==> config.mk <==
export PLATFORM = sky130hd
export DESIGN_NAME = pipeline_ctrl
export DESIGN_NICKNAME = d
export VERILOG_FILES = /design/src/rtl/pipeline_ctrl.sv
export SDC_FILE = /design/constraint.sdc
export NUM_CORES = 1
export LEC_CHECK = 0
export ABC_AREA = 1
export CAP_MARGIN = 30
export CORE_AREA = 2 2 94 51
export CTS_CLUSTER_SIZE = 12
export DETAILED_ROUTE_END_ITERATION = 10
export DIE_AREA = 0 0 96 53
export GPL_TIMING_DRIVEN = 1
export PLACE_DENSITY = 0.9
export SYNTH_ARGS = -nofsm -noshare
export SYNTH_HDL_FRONTEND = slang
export SYNTH_SLANG_ARGS = --single-unit
==> constraint.sdc <==
create_clock -name CLK -period 3.85 [get_ports CLK]
set_clock_uncertainty 0.05 [all_clocks]
set_input_delay 0.77 -clock CLK [delete_from_list [all_inputs] [get_ports CLK]]
set_output_delay 0.77 -clock CLK [all_outputs]
set_load 0.05 [all_outputs]
==> src/rtl/pipeline_ctrl.sv <==
// rtl/pipeline_ctrl.sv - pipeline stall/flush/forward/halt controller
//
// Purpose: per-stage enable and bubble control for an NSTAGES-deep in-order
// pipeline. Handles data-memory wait, RAW hazards, instruction-fetch wait,
// branch flush, and a halt drain sequence that ends in a permanent HALTED
// state.
//
// Configuration macro: PIPELINE_FORWARD_EN
//   defined   - fwd_a/fwd_b select memory/writeback bypass; only load-use stalls
//   undefined - no bypass; any pending write to a used source stalls decode
//
// Ports:
//   CLK, nRST                  clock, asynchronous active-low reset
//   ihit, dhit                 fetch / data access complete
//   halt_req, br_taken         halt decoded / branch taken, both in decode
//   dreq_r, dreq_w             load / store present in memory stage
//   de_rs, de_rt, de_use_*     decode source registers and use flags
//   ex_regwen, ex_memren, ex_rd   execute-stage destination info
//   mem_regwen, mem_rd         memory-stage destination info
//   wb_regwen, wb_rd           writeback-stage destination info
//   stage_en, stage_flush      per-stage register enable / bubble insert
//   fwd_a, fwd_b               00 regfile, 01 memory stage, 10 writeback
//   imemREN, dmemREN, dmemWEN  memory requests
//   halt                       processor halted
//   stall_cnt                  saturating count of stalled fetch cycles

module pipeline_ctrl #(
    parameter int NSTAGES = 5,
    parameter int REGW    = 5,
    parameter int CNTW    = 16
) (
    input  logic               CLK,
    input  logic               nRST,
    input  logic               ihit,
    input  logic               dhit,
    input  logic               halt_req,
    input  logic               br_taken,
    input  logic               dreq_r,
    input  logic               dreq_w,
    input  logic [REGW-1:0]    de_rs,
    input  logic [REGW-1:0]    de_rt,
    input  logic               de_use_rs,
    input  logic               de_use_rt,
    input  logic               ex_regwen,
    input  logic               ex_memren,
    input  logic [REGW-1:0]    ex_rd,
    input  logic               mem_regwen,
    input  logic [REGW-1:0]    mem_rd,
    input  logic               wb_regwen,
    input  logic [REGW-1:0]    wb_rd,
    output logic [NSTAGES-1:0] stage_en,
    output logic [NSTAGES-1:0] stage_flush,
    output logic [1:0]         fwd_a,
    output logic [1:0]         fwd_b,
    output logic               imemREN,
    output logic               dmemREN,
    output logic               dmemWEN,
    output logic               halt,
    output logic [CNTW-1:0]    stall_cnt
);

    typedef enum logic [1:0] {RUN, DWAIT, DRAIN, HALTED} state_t;

    localparam int DCW = $clog2(NSTAGES);

    localparam logic [NSTAGES-1:0] EN_ALL = {NSTAGES{1'b1}};
    // decode and fetch hold; execute onward advances with a bubble in execute
    localparam logic [NSTAGES-1:0] EN_HAZ = {{(NSTAGES-2){1'b1}}, 2'b00};
    // only fetch holds; decode receives a bubble
    localparam logic [NSTAGES-1:0] EN_IF  = {{(NSTAGES-1){1'b1}}, 1'b0};
    localparam logic [NSTAGES-1:0] FL_DEC = NSTAGES'(2);
    localparam logic [NSTAGES-1:0] FL_EX  = NSTAGES'(4);

    state_t          state_q, state_d;
    logic [DCW-1:0]  drain_q, drain_d;
    logic [CNTW-1:0] stall_cnt_q, stall_cnt_d;

    logic rs_ex, rt_ex, rs_mem, rt_mem, rs_wb, rt_wb;
    logic load_use, hazard, dstall;
    logic [1:0] fwd_a_sel, fwd_b_sel;

    // Source/destination match terms; rd==0 is the hardwired zero register.
    assign rs_ex  = de_use_rs & (ex_rd != '0) & (de_rs == ex_rd);
    assign rt_ex  = de_use_rt & (ex_rd != '0) & (de_rt == ex_rd);
    assign rs_mem = mem_regwen & (mem_rd != '0) & (de_rs == mem_rd);
    assign rt_mem = mem_regwen & (mem_rd != '0) & (de_rt == mem_rd);
    assign rs_wb  = wb_regwen & (wb_rd != '0) & (de_rs == wb_rd);
    assign rt_wb  = wb_regwen & (wb_rd != '0) & (de_rt == wb_rd);

    assign load_use = ex_memren & (rs_ex | rt_ex);
    assign dstall   = (dreq_r | dreq_w) & ~dhit;

`ifdef PIPELINE_FORWARD_EN
    // A load result is not available until after the memory stage, so only
    // load-use still needs a stall; everything else is bypassed.
    logic unused_fwd;
    assign unused_fwd = ex_regwen;
    assign hazard    = load_use;
    assign fwd_a_sel = rs_mem ? 2'b01 : (rs_wb ? 2'b10 : 2'b00);
    assign fwd_b_sel = rt_mem ? 2'b01 : (rt_wb ? 2'b10 : 2'b00);
`else
    // Without bypass, decode waits until no later stage will write a used source.
    assign hazard    = load_use
                     | (ex_regwen & (rs_ex | rt_ex))
                     | (de_use_rs & (rs_mem | rs_wb))
                     | (de_use_rt & (rt_mem | rt_wb));
    assign fwd_a_sel = 2'b00;
    assign fwd_b_sel = 2'b00;
`endif

    always_ff @(posedge CLK or negedge nRST) begin
        if (!nRST) begin
            state_q     <= RUN;
            drain_q     <= '0;
            stall_cnt_q <= '0;
        end else begin
            state_q     <= state_d;
            drain_q     <= drain_d;
            stall_cnt_q <= stall_cnt_d;
        end
    end

    logic [NSTAGES-1:0] en_c, fl_c;
    logic               imem_c, dren_c, dwen_c, halt_c;

    always_comb begin
        state_d     = state_q;
        drain_d     = drain_q;
        stall_cnt_d = stall_cnt_q;
        en_c        = '0;
        fl_c        = '0;
        imem_c      = 1'b0;
        dren_c      = 1'b0;
        dwen_c      = 1'b0;
        halt_c      = 1'b0;

        case (state_q)
            RUN, DWAIT: begin
                imem_c = 1'b1;
                dren_c = dreq_r;
                dwen_c = dreq_w;
                if (dstall) begin
                    state_d = DWAIT;
                end else begin
                    state_d = RUN;
                    if (hazard) begin
                        // branch in decode is not resolved yet; it is re-seen next cycle
                        en_c = EN_HAZ;
                        fl_c = FL_EX;
                    end else if (!ihit) begin
                        en_c = EN_IF;
                        fl_c = FL_DEC;
                    end else begin
                        en_c = EN_ALL;
                        if (br_taken) begin
                            fl_c = FL_DEC;
                        end
                    end
                    // halt only leaves decode when decode actually advances
                    if (halt_req && en_c[1]) begin
                        state_d = DRAIN;
                        drain_d = DCW'(NSTAGES - 2);
                    end
                end
                if (!en_c[0] && (stall_cnt_q != {CNTW{1'b1}})) begin
                    stall_cnt_d = stall_cnt_q + 1'b1;
                end
            end
            DRAIN: begin
                // memory stage may still hold a load/store that must complete
                dren_c = dreq_r;
                dwen_c = dreq_w;
                fl_c   = FL_DEC;
                if (!dstall) begin
                    en_c    = EN_IF;
                    drain_d = drain_q - 1'b1;
                    if (drain_q == DCW'(1)) begin
                        state_d = HALTED;
                    end
                end
            end
            HALTED: begin
                halt_c = 1'b1;
            end
            default: begin
                state_d = RUN;
            end
        endcase
    end

    // Reset overrides the outputs combinationally so nothing leaks out
    // while nRST is low, independent of the clock.
    always_comb begin
        if (!nRST) begin
            stage_en    = '0;
            stage_flush = {NSTAGES{1'b1}};
            fwd_a       = 2'b00;
            fwd_b       = 2'b00;
            imemREN     = 1'b0;
            dmemREN     = 1'b0;
            dmemWEN     = 1'b0;
            halt        = 1'b0;
        end else begin
            stage_en    = en_c;
            stage_flush = fl_c;
            fwd_a       = fwd_a_sel;
            fwd_b       = fwd_b_sel;
            imemREN     = imem_c;
            dmemREN     = dren_c;
            dmemWEN     = dwen_c;
            halt        = halt_c;
        end
    end

    assign stall_cnt = stall_cnt_q;

endmodule
**Word level (Yosys, flattened, before mapping)**

Cells that the tools add are included.

- Output and inout port bits: 34
- Logic and storage cells: 88
- Bits in registers: 21
- Input bits: 39

- Reduce and logical (&&, ||, !) cells: 13
- Bitwise gates (word level): 23
- Equal/unequal tests: 15
- Multiplexer cells: 32
- $add $sub $neg: 2

Operator list:

| kind | number |
|---|---|
| two-way mux 5 bit | 7 |
| == test 5 bit | 6 |
| adder 16 x 1 -> 16 bit, second input constant | 1 |
| != test 16 bit, second input constant | 1 |
| AND 1 bit | 15 |
| two-way mux 3 bit | 5 |
| nonzero test 5 bit | 3 |
| two-way mux 2 bit | 7 |
| one-hot mux 3 bit (2 select lines) | 2 |
| one-hot mux 5 bit (2 select lines) | 1 |
| two-way mux 1 bit | 9 |
| != test 2 bit, second input constant | 4 |
| bitwise OR 1 bit | 7 |
| == test 2 bit, second input constant | 2 |
| one-hot mux 2 bit (2 select lines) | 1 |
| AND reduction 4 bit | 1 |
| == test 3 x 1 -> 1 bit, second input constant | 1 |
| AND reduction 3 bit | 1 |
| OR reduction 3 bit | 1 |
| subtractor 3 x 1 -> 3 bit, second input constant | 1 |
| == test 2 x 1 -> 1 bit, second input constant | 1 |
| logical AND 1 bit | 2 |
| logical NOT 2 bit | 1 |
| AND reduction 2 bit | 1 |
| 4 further kinds | 4 |

**Depth between registers and ports, before layout**

Gate-level depths: netlist (run 1).

- Depth in word-level cells: 16
- Depth in mapped cells: 13
- Depth with buffers taken out: 13

**Worst setup path after synthesis (run 1)**

Ideal clock, no wire load.

- Kind: input to output
- From: input port ex_rd[2]
- To: output port stage_flush[1]
- Path buffers: 0
- Data required time: 3.030 ns
- Stages: 7
- Path slack: 0.529 ns
- Arrival: 2.501 ns
- Cells stage by stage: nor3_1 nand3_1 o21ai_0 inv_1 nand2_1 nand4_1 o21ai_0

- Word-level cells in the longest chain between the ends: 12
- Elaborated cells between the ends (all ways): 17
- Those cells by class: eq/ne (2); mux (4); bitwise (10); reduce/logical (1)

RTL lines:

| element | line | source |
|---|---|---|
| from (decl) | 46 | `input logic [REGW-1:0] ex_rd,` |
| nonzero test 5 bit | 83, 84 |  |
| AND 1 bit, on equally long branches (2 in series) | 83, 84 |  |
| bitwise OR 1 bit (*) | 90, 104 |  |
| AND 1 bit, on equally long branches | 90, 104 |  |
| bitwise OR 1 bit (*) | 104 | `\| (ex_regwen & (rs_ex \| rt_ex))` |
| bitwise OR 1 bit (*) | 105 | `\| (de_use_rs & (rs_mem \| rs_wb))` |
| bitwise OR 1 bit (*) | 106 | `\| (de_use_rt & (rt_mem \| rt_wb));` |
| two-way mux 3 bit (*) | 146 | `if (hazard) begin` |
| two-way mux 3 bit (*) | 142 | `if (dstall) begin` |
| one-hot mux 3 bit (2 select lines) (*) | 137 | `case (state_q)` |
| two-way mux 5 bit (*) | 194 | `if (!nRST) begin` |
| to (decl) | 52 | `output logic [NSTAGES-1:0] stage_flush,` |

Mark *: on every way between the ends. The rest lies on a longest branch, timed or not.

**Worst setup path in the final report (run 1)**

- From: input port de_rs[1]
- To: output port stage_flush[1]

- Word-level cells in the longest chain between the ends: 11
- Elaborated cells between the ends (all ways): 18
- Those cells by class: eq/ne (3); mux (4); bitwise (11)

RTL lines:

| element | line | source |
|---|---|---|
| from (decl) | 40 | `input logic [REGW-1:0] de_rs,` |
| == test 5 bit | 83 | `assign rs_ex = de_use_rs & (ex_rd != '0) & (de_rs == ex_rd);` |
| AND 1 bit | 83 |  |
| bitwise OR 1 bit | 90, 104 |  |
| AND 1 bit, on equally long branches | 90, 104 |  |
| bitwise OR 1 bit | 104 |  |
| bitwise OR 1 bit (*) | 105 |  |
| bitwise OR 1 bit (*) | 106 |  |
| two-way mux 3 bit (*) | 146 |  |
| two-way mux 3 bit (*) | 142 |  |
| one-hot mux 3 bit (2 select lines) (*) | 137 |  |
| two-way mux 5 bit (*) | 194 |  |

Marks and branches as above.

==> results.md, run 1 <==
- Die Width: ~96 µm
- Longest Clk Path Bufs: 2
- Yosys top cell area share: approximately a quarter
- Syn_area_per_cell: approximately 6.6 µm²
- Clk Latency, worst-skew pair: between 0.2 and 0.3 ns
- Critical Path End: stage_flush[1]
- Rows: 17
- Reg2reg end: stall_cnt[0]
- WP data required: slightly above 3 ns
- Critical Path Source Type: primary input
- Boundary pin count: between 70 and 80
- Diodes inserted: 0
- Largest net degree at the start of global routing: 22
- Count of nets after finishing: slightly above 400
- 1st-iter DRT viols: around 160
- Vias in the first global route: around 2100
- Layout cells sized above 1: ~8.7%
- Period minus WS final: approximately 3.5 ns
- Cts repair resizes: 0
- Data arrival, critical path: 2.65 ns
- RePlAce Congestion: ~1.1
- Post-CTS setup buffers: 0
- Global-route wire length before repair: around 10000 µm
- CP endpoint kind: output port
- Final setup viols: 0
- RSZ-0062 raised after global routing: false
- Fin. Hold Viols: 0
- Slew @ Worst Pin: 0.753 ns
- TritonCTS Buffers: 3
- Outcome: finished, final reports clean
- Buffers on Ports: between 60 and 70
- Worst Hold Launch: drain_q[1]
- Rel. slew slack: around half
- Critical R2R Launch: stall_cnt[0]
- Fin crit share: 90.1%
- Core area: between 0.004 and 0.005 mm²
- Internal reg-to-reg setup slack: 1.67 ns
- Max-cap check violation count: 0
- Launch point of the critical path: de_rs[1]
- Top cells by area, synth: dfrtp_1 26%, nand2_1 18%, xor2_1 7.5%, nor2_1 7.0%, xnor2_1 6.2%
- CTS Root Cell: clkbuf_8
- Post-CTS Hold Buffers: 0
- GRT Util Overall: 27.4%
- Cell Area, Synth: ~0.0020 mm²
- Crit Path Category: in -> out
- Avg Vias per Cell: between 5 and 6
- DR WL/cell: roughly 16 µm
- Sequential-to-total area share from yosys stat: 26.4%
- Layout area overhead: 43.7%
- Seq cells post-synth: 21
- DRC Markers: 0
- ANT nets after route: 0
- VDD IR-drop max: ~230 µV
- Tot Pwr: between 0.0007 and 0.0008 W
- Fmax: 288 MHz
- Worst-path clk slew: 0.07 ns
- Synth area leader: dfrtp_1
- HP Class: reg -> reg
- Initial antenna violation count: 0
- Setup ws final: 0.379 ns
- Unique masters post-synth: 27
- CTS tree: built
- Pre-CTS WS: 0.429 ns
- Critical-path maximum fanout: 5
- # clock sinks: 21
- Worst hold slack: 0.460 ns
- R2R cell count: 9
- Die Area: 0.00509 mm²
- Die Ht: 53 µm
- First-pass DRT Iterations: 5
- Initial Util: between 40% and 50%
- Total routed wirelength: around 6600 µm
- Power per cell area: 266 mW/mm²
- Yosys warns: 0
- Post-DP HPWL: between 5000 and 6000 µm
- Post-synthesis instance total: roughly 300
- Via count: roughly 2300
- LEAKAGE: 1.41 nW
- H-tree depth: 1
- Slew Limit Fails: 0
- Sum Neg Setup Slack: 0 ns
- Gr ovfl total: 0
layout by cell type (no fill, tap or decap), drive strengths merged, types with 6 or more instances in the layout:
| cell | count |
|---|---|
| nand2 | 98 |
| clkdlybuf4s50 | 54 |
| nor2 | 39 |
| inv | 33 |
| nand3 | 22 |
| dfrtp | 21 |
| nand4 | 21 |
| xor2 | 17 |
| buf | 17 |
| xnor2 | 14 |
| o21ai | 10 |
| nor3 | 6 |
how the worst min path moves through the flow:
stage / to / cells after the start
after floorplan: drain_q[0] / 0
after global placement: drain_q[1] / 2
after global routing: drain_q[1] / 2
after CTS: drain_q[1] / 2
after detailed placement: drain_q[1] / 2
final: drain_q[1] / 2
report_power, final:
group	total [W]	internal (W)	switching, W
clock	0.000152	0.0000723	0.0000796
sequential	0.000259	0.000240	0.0000187
combinational	0.000351	0.000148	0.000203
cell usage after synthesis (all sizes together):
master  instances
dfrtp          21
o21ai          10
nor4            1
nand3          22
xnor2          14
clkbuf          1
nor3            6
ha              3
a21oi           3
nand2          98
nor2           39
conb            1
inv            33
nand4          21
buf            12
xor2           17
per-stage QoR:
| stage | cells | instance area (µm²) | util [%] |
|---|---|---|---|
| 2_1_floorplan | 305 | 2000 | - |
| 3_3_place_gp | 420 | 2820 | 66.5 |
| 3_5_place_dp | 420 | 2820 | 66.5 |
| 4_1_cts | 424 | 2860 | 67.6 |
| 5_1_grt | 424 | 2860 | 67.6 |
| 6_report | 424 | 2860 | 67.6 |
worst max-delay path, cell delays in order:
cell             delay, ns
clkdlybuf4s50_1       0.60
inv_1                 0.11
nand2_1               0.08
nand2_1               0.04
nand2_1               0.09
nor2_1                0.05
nand3_1               0.06
nand2_1               0.08
nand2_2               0.13
nand4_1               0.14
o21ai_0               0.24
buf_4                 0.24
cell families (layout without fill, tap and decap cells):
family / after synthesis / count (layout) / share of synthesized area (%)
XOR/XNOR: 31 / 31 / 13.6
other: 1 / 4 / 0.188
adder cells (fa/ha/maj): 3 / 3 / 1.88
AND/OR/NAND/NOR: 187 / 187 / 44.0
buffers and inverters: 46 / 108 / 10.7
flip-flops: 21 / 21 / 26.4
AO/OA/AOI/OAI: 13 / 13 / 3.27
state kept, by name, indices dropped and copies added (netlist names):
register   cells
drain_q        3
stall_cnt     16
state_q        2
area by class of cell:
| class | instances | area, µm² |
|---|---|---|
| multi-input cells | 238 | 1260 |
| clock inverters | 1 | 5.00 |
| well taps | 57 | 71.3 |
| flip-flops and latches | 21 | 526 |
| repair buffers | 71 | 831 |
| inverters | 33 | 124 |
| fillers | 376 | 1370 |
| clock buffers | 3 | 41.3 |
routing by layer:
layer / vias up / global-route usage, % / share of wire [%]
li1: 1084 / - / -
met1: 1053 / 40.3 / 47
met2: 123 / 40.7 / 42
met3: 7 / 6.98 / 10
met4: 0 / 4.05 / 0.88
met5: - / 0 / 0
Note: power is estimated with default switching activity, not from simulation.
==> run 2, diff against run 1 <==
--- a/config.mk
+++ b/config.mk
@@ -6,7 +6,7 @@
 export NUM_CORES = 1
 export LEC_CHECK = 0
 export ABC_AREA = 1
-export CAP_MARGIN = 30
+export CAP_MARGIN = 20
 export CORE_AREA = 2 2 94 51
 export CTS_CLUSTER_SIZE = 12
 export DETAILED_ROUTE_END_ITERATION = 10
==> results of run 2 <==
Same layout as run 1: the final DEF is identical, and so are final timing and power.
==> edit 1, RTL diff (config.mk and constraints of run 1) <==
`NSTAGES`: 5 -> 6.
--- a/src/rtl/pipeline_ctrl.sv
+++ b/src/rtl/pipeline_ctrl.sv
@@ -26,5 +26,5 @@
 
 module pipeline_ctrl #(
-    parameter int NSTAGES = 5,
+    parameter int NSTAGES = 6,
     parameter int REGW    = 5,
     parameter int CNTW    = 16
Interface: changed (resized stage_en and stage_flush); port bits go from 73 to 75. The function was not compared with the original's and may differ.
==> edit 1 against run 1 <==
  * Critical path depth unchanged
  * Wire length decreased by 7.5%
  * Cell area increased by 1.9%
  * Register-to-register slack improved by 50 ps
  * Area after synthesis increased by 1.6%
  * Synthesized cell count increased by 0.99%
  * Sequential cell count unchanged
  * Core utilization increased by 1.3 points
  * Power increased by 0.61%
  * Worst setup slack improved by 19 ps
  * First-iteration DRC count increased by 40%
  * Combinational power increased by 3%
  * Via count decreased by 1.5%
  * Critical endpoint is now stage_en[1]
  * Largest power group unchanged
  * Highest routed layer unchanged
==> edit 1: results (changes against run 1) <==
status: "finished clean"
peakVddDrop_v: 0.000106  # -55%
synth-seq-area-share_pct: 26.0  # -0.41 points
numPlacedInstances: 423  # +0.71%
flops_and_latches: 21  # unchanged
grt_pass1_wl_mm: 9.83  # -4.9%
clockNetworkAreaShare_pct: 1.54  # -0.073 points
pre_cts_slack_ps: 430  # +1.61 ps
buf_share_pct: 29.8  # +0.82 points
wl_met3_um: 752  # +13%
final_nets: 413  # +0.73%
hold-worst-slack_ps: 467  # +7.32 ps
p_comb_mw: 0.362  # +3%
grtUsageMet2_pct: 35.6  # -5.1 points
intPower_mw: 0.472  # +2.5%
n_all_buffers: 73  # +2.8%
worst_pin_slew_ps: 722  # -31.3 ps
critPathMaxStageDelay_ps: 630  # +30 ps
placed_area_um2: 2870  # +2.0%
crit_fanout: 4  # -1
gp_congestion: 1.02  # -4.7%
grt_max_degree: 23  # +4.5%
met1_length_mm: 2.81  # -9.1%
yosysUniqueCellTypes: 29  # +7.4%
seqAreaFraction_pct: 18.0  # -0.35 points
viasPerCell: 5.23  # -2.2%
nMultiInputCombCells: 239  # +0.42%
groute.usage.overall_pct: 25.6  # -1.8 points
n_clock_buffer: 4  # +1
arrival_ps: 2630  # -20 ps
gr-usage-met1_pct: 40.0  # -0.26 points
drive_gt1_share_pct: 8.65  # -0.071 points
areaGrowthSynthToFinish_pct: 44.2
grt_pass1_vias: 1942  # -6.3%
-- edit 1: changes by cell type in the layout (fill, tap and decap cells not counted), moves of 2 or more --
cell / delta
xor2_1: +3
o21ai_0: -7
nor2_1: +2
nand4_1: +2
buf_12: +2
nor3_1: -3
-- edit 1: how the worst max path moves through the flow --
stage | start | end | depth (start not counted)
after global placement | de_rs[1] | stage_en[1] | 12
after CTS | de_rs[1] | stage_en[1] | 12
after floorplan | wb_rd[2] | stage_flush[1] | 9
after detailed placement | de_rs[1] | stage_en[1] | 12
after global routing | de_rs[1] | stage_en[1] | 12
final | de_rs[1] | stage_en[1] | 12
-- edit 1: logic make-up (layout without fill, tap and decap cells) --
logic type,count (synthesis),after routing,share of synthesized area (%)
AO/OA/AOI/OAI,8,8,2.04
adder cells (fa/ha/maj),3,3,1.86
XOR/XNOR,35,35,15.2
other,1,4,0.185
flip-flops,21,21,26.0
buffers and inverters,48,110,11.3
AND/OR/NAND/NOR,189,189,43.5
==> edit 2, RTL diff (config.mk and constraints of run 1) <==
Made on the original files. Encoding of `state_t`: now one-hot (4 bits for 4 states).
--- a/src/rtl/pipeline_ctrl.sv
+++ b/src/rtl/pipeline_ctrl.sv
@@ -60,5 +60,5 @@
 );
 
-    typedef enum logic [1:0] {RUN, DWAIT, DRAIN, HALTED} state_t;
+    typedef enum logic [3:0] {RUN = 4'b0001, DWAIT = 4'b0010, DRAIN = 4'b0100, HALTED = 4'b1000} state_t;
 
     localparam int DCW = $clog2(NSTAGES);
Function: no difference found for any inputs over 10 cycles, from zero or initial values and one cycle with nRST low; not proved beyond that.
==> edit 2 against run 1 <==
  * Maximum frequency is 2.1% lower
  * Count of clock-buffer cells in the layout stayed put
  * Area after synthesis is 9.7% higher
  * Sequential cell count is 2 higher
  * Via count is 4.9% higher
  * Cell area is 5.9% higher
  * Wire length is 2.4% higher
  * Worst setup slack worse by 76 ps
Power is not compared: it rests on default switching activity, and its combinational part moved more than twofold at a synthesized area within 25%.
==> edit 2: results (changes against run 1) <==
final_nets: 428  # +4.4%
synthAdderAreaFrac_pct: 1.72  # -0.17 points
yosysUniqueCellTypes: 31  # +15%
largest_reg_flops: 16  # unchanged
p_leak_nw: 1.40
viasPerCell: 5.38  # +0.67%
r2r_cells: 7  # -2
post_cts_resized: 0  # unchanged
fillers: 326  # -13%
crit_fanout: 4  # -1
synthTopCellsByArea: "dfrtp_1, nand2_1, xor2_1"
insertion_delay_ps: 270  # about the same
hpwl_mm: 5.52  # +5.1%
dr.pass1.iters: 5  # unchanged
grt_pass1_wl_mm: 11.2  # +7.9%
grt_max_degree: 21  # -4.5%
cts-root-buf: "clkbuf_8"
groute.usage.overall_pct: 29.7  # +2.3 points
synthTopCellsByCount: "nand2_1, inv_1, nor2_1"
clock.fmax_mhz: 282  # -2.1%
drtIter0Drc: 250  # +58%
hp-class: "reg2reg"
worstSetupStartpoint: "de_rt[4]"
arrival_ps: 2730  # +80 ps
grt_pass1_vias: 2222  # +7.2%
status: "finished clean"
timing.rr.end: "stall_cnt[11]$_DFFE_PN0P_"
synth-seq-area-share_pct: 26.4  # about the same
wl_per_cell_um: 15.2  # -1.7%
rrSetupSlack_ps: 1600  # -70 ps
pre_cts_slack_ps: 382  # -46.4 ps
drive_gt1_share_pct: 15.1  # +6.3 points
gp_congestion: 1.04  # -2.1%
maxSlewHeadroom_pct: 61.4  # +12 points
crit_path_end: "stage_flush[1]"
antenna_cells: 0  # unchanged
synth_xor_xnor_area_share_pct: 13.2  # -0.40 points
synth_compound_area_share_pct: 5.78  # +2.5 points
ctsHtreeMaxLevel: 1  # unchanged
## edit 2: critical path: stages
cell,delay (ps)
clkdlybuf4s50_1,600
inv_1,130
nand2_1,70
nand2_1,40
nand2_1,60
nor2_1,40
nand2_1,50
nand2_1,110
nand2_2,90
nand2_2,50
inv_2,70
nand2_1,70
nor2_1,170
o21ai_0,130
nand2_1,80
buf_4,190
## edit 2: cell type report
| cell class | instances | area, um^2 | share of cell area [%] |
|---|---|---|---|
| Multi-Input combinational cell | 245 | 1350 | 44.5 |
| Timing Repair Buffer | 71 | 831 | 27.4 |
| Sequential cell | 23 | 577 | 19.0 |
| Inverter | 42 | 158 | 5.20 |
| Tap cell | 57 | 71.3 | 2.35 |
| Clock buffer | 3 | 41.3 | 1.36 |
| Clock inverter | 1 | 5.00 | 0.165 |
## edit 2: stage by stage
stage                     hold slack [ps]  utilization (%)  cell area (um^2)  std cells
after floorplan                       392                -              2200        322
after global placement                409             70.5              2990        438
after detailed placement              443             70.5              2990        438
after CTS                             461             71.6              3030        442
after global routing                  483             71.6              3030        442
final                                 451             71.6              3030        442
## edit 2: cells by family (layout without fill, tap and decap cells)
logic type / count (synthesis) / count (layout)
buf+inv: 54 / 117
compound gates: 17 / 17
simple gates: 188 / 188
other cells: 1 / 4
xor+xnor: 33 / 33
flops: 23 / 23
fa+ha+maj: 3 / 3
## edit 2: where the power goes
part           internal (mW)  switching (mW)
Combinational          0.327           0.578
Sequential             0.297          0.0650
Clock                 0.0724          0.0828
Total                  0.697           0.726
## edit 2: per-layer routing
metal	part of all wire, %	global-route usage, %	wire (um)	up-vias
met4	1.1	6.19	72	0
met5	0	0	0	-
met1	45	43.3	3030	1092
li1	-	-	-	1113
met3	13	9.97	891	13
met2	41	42.0	2740	161
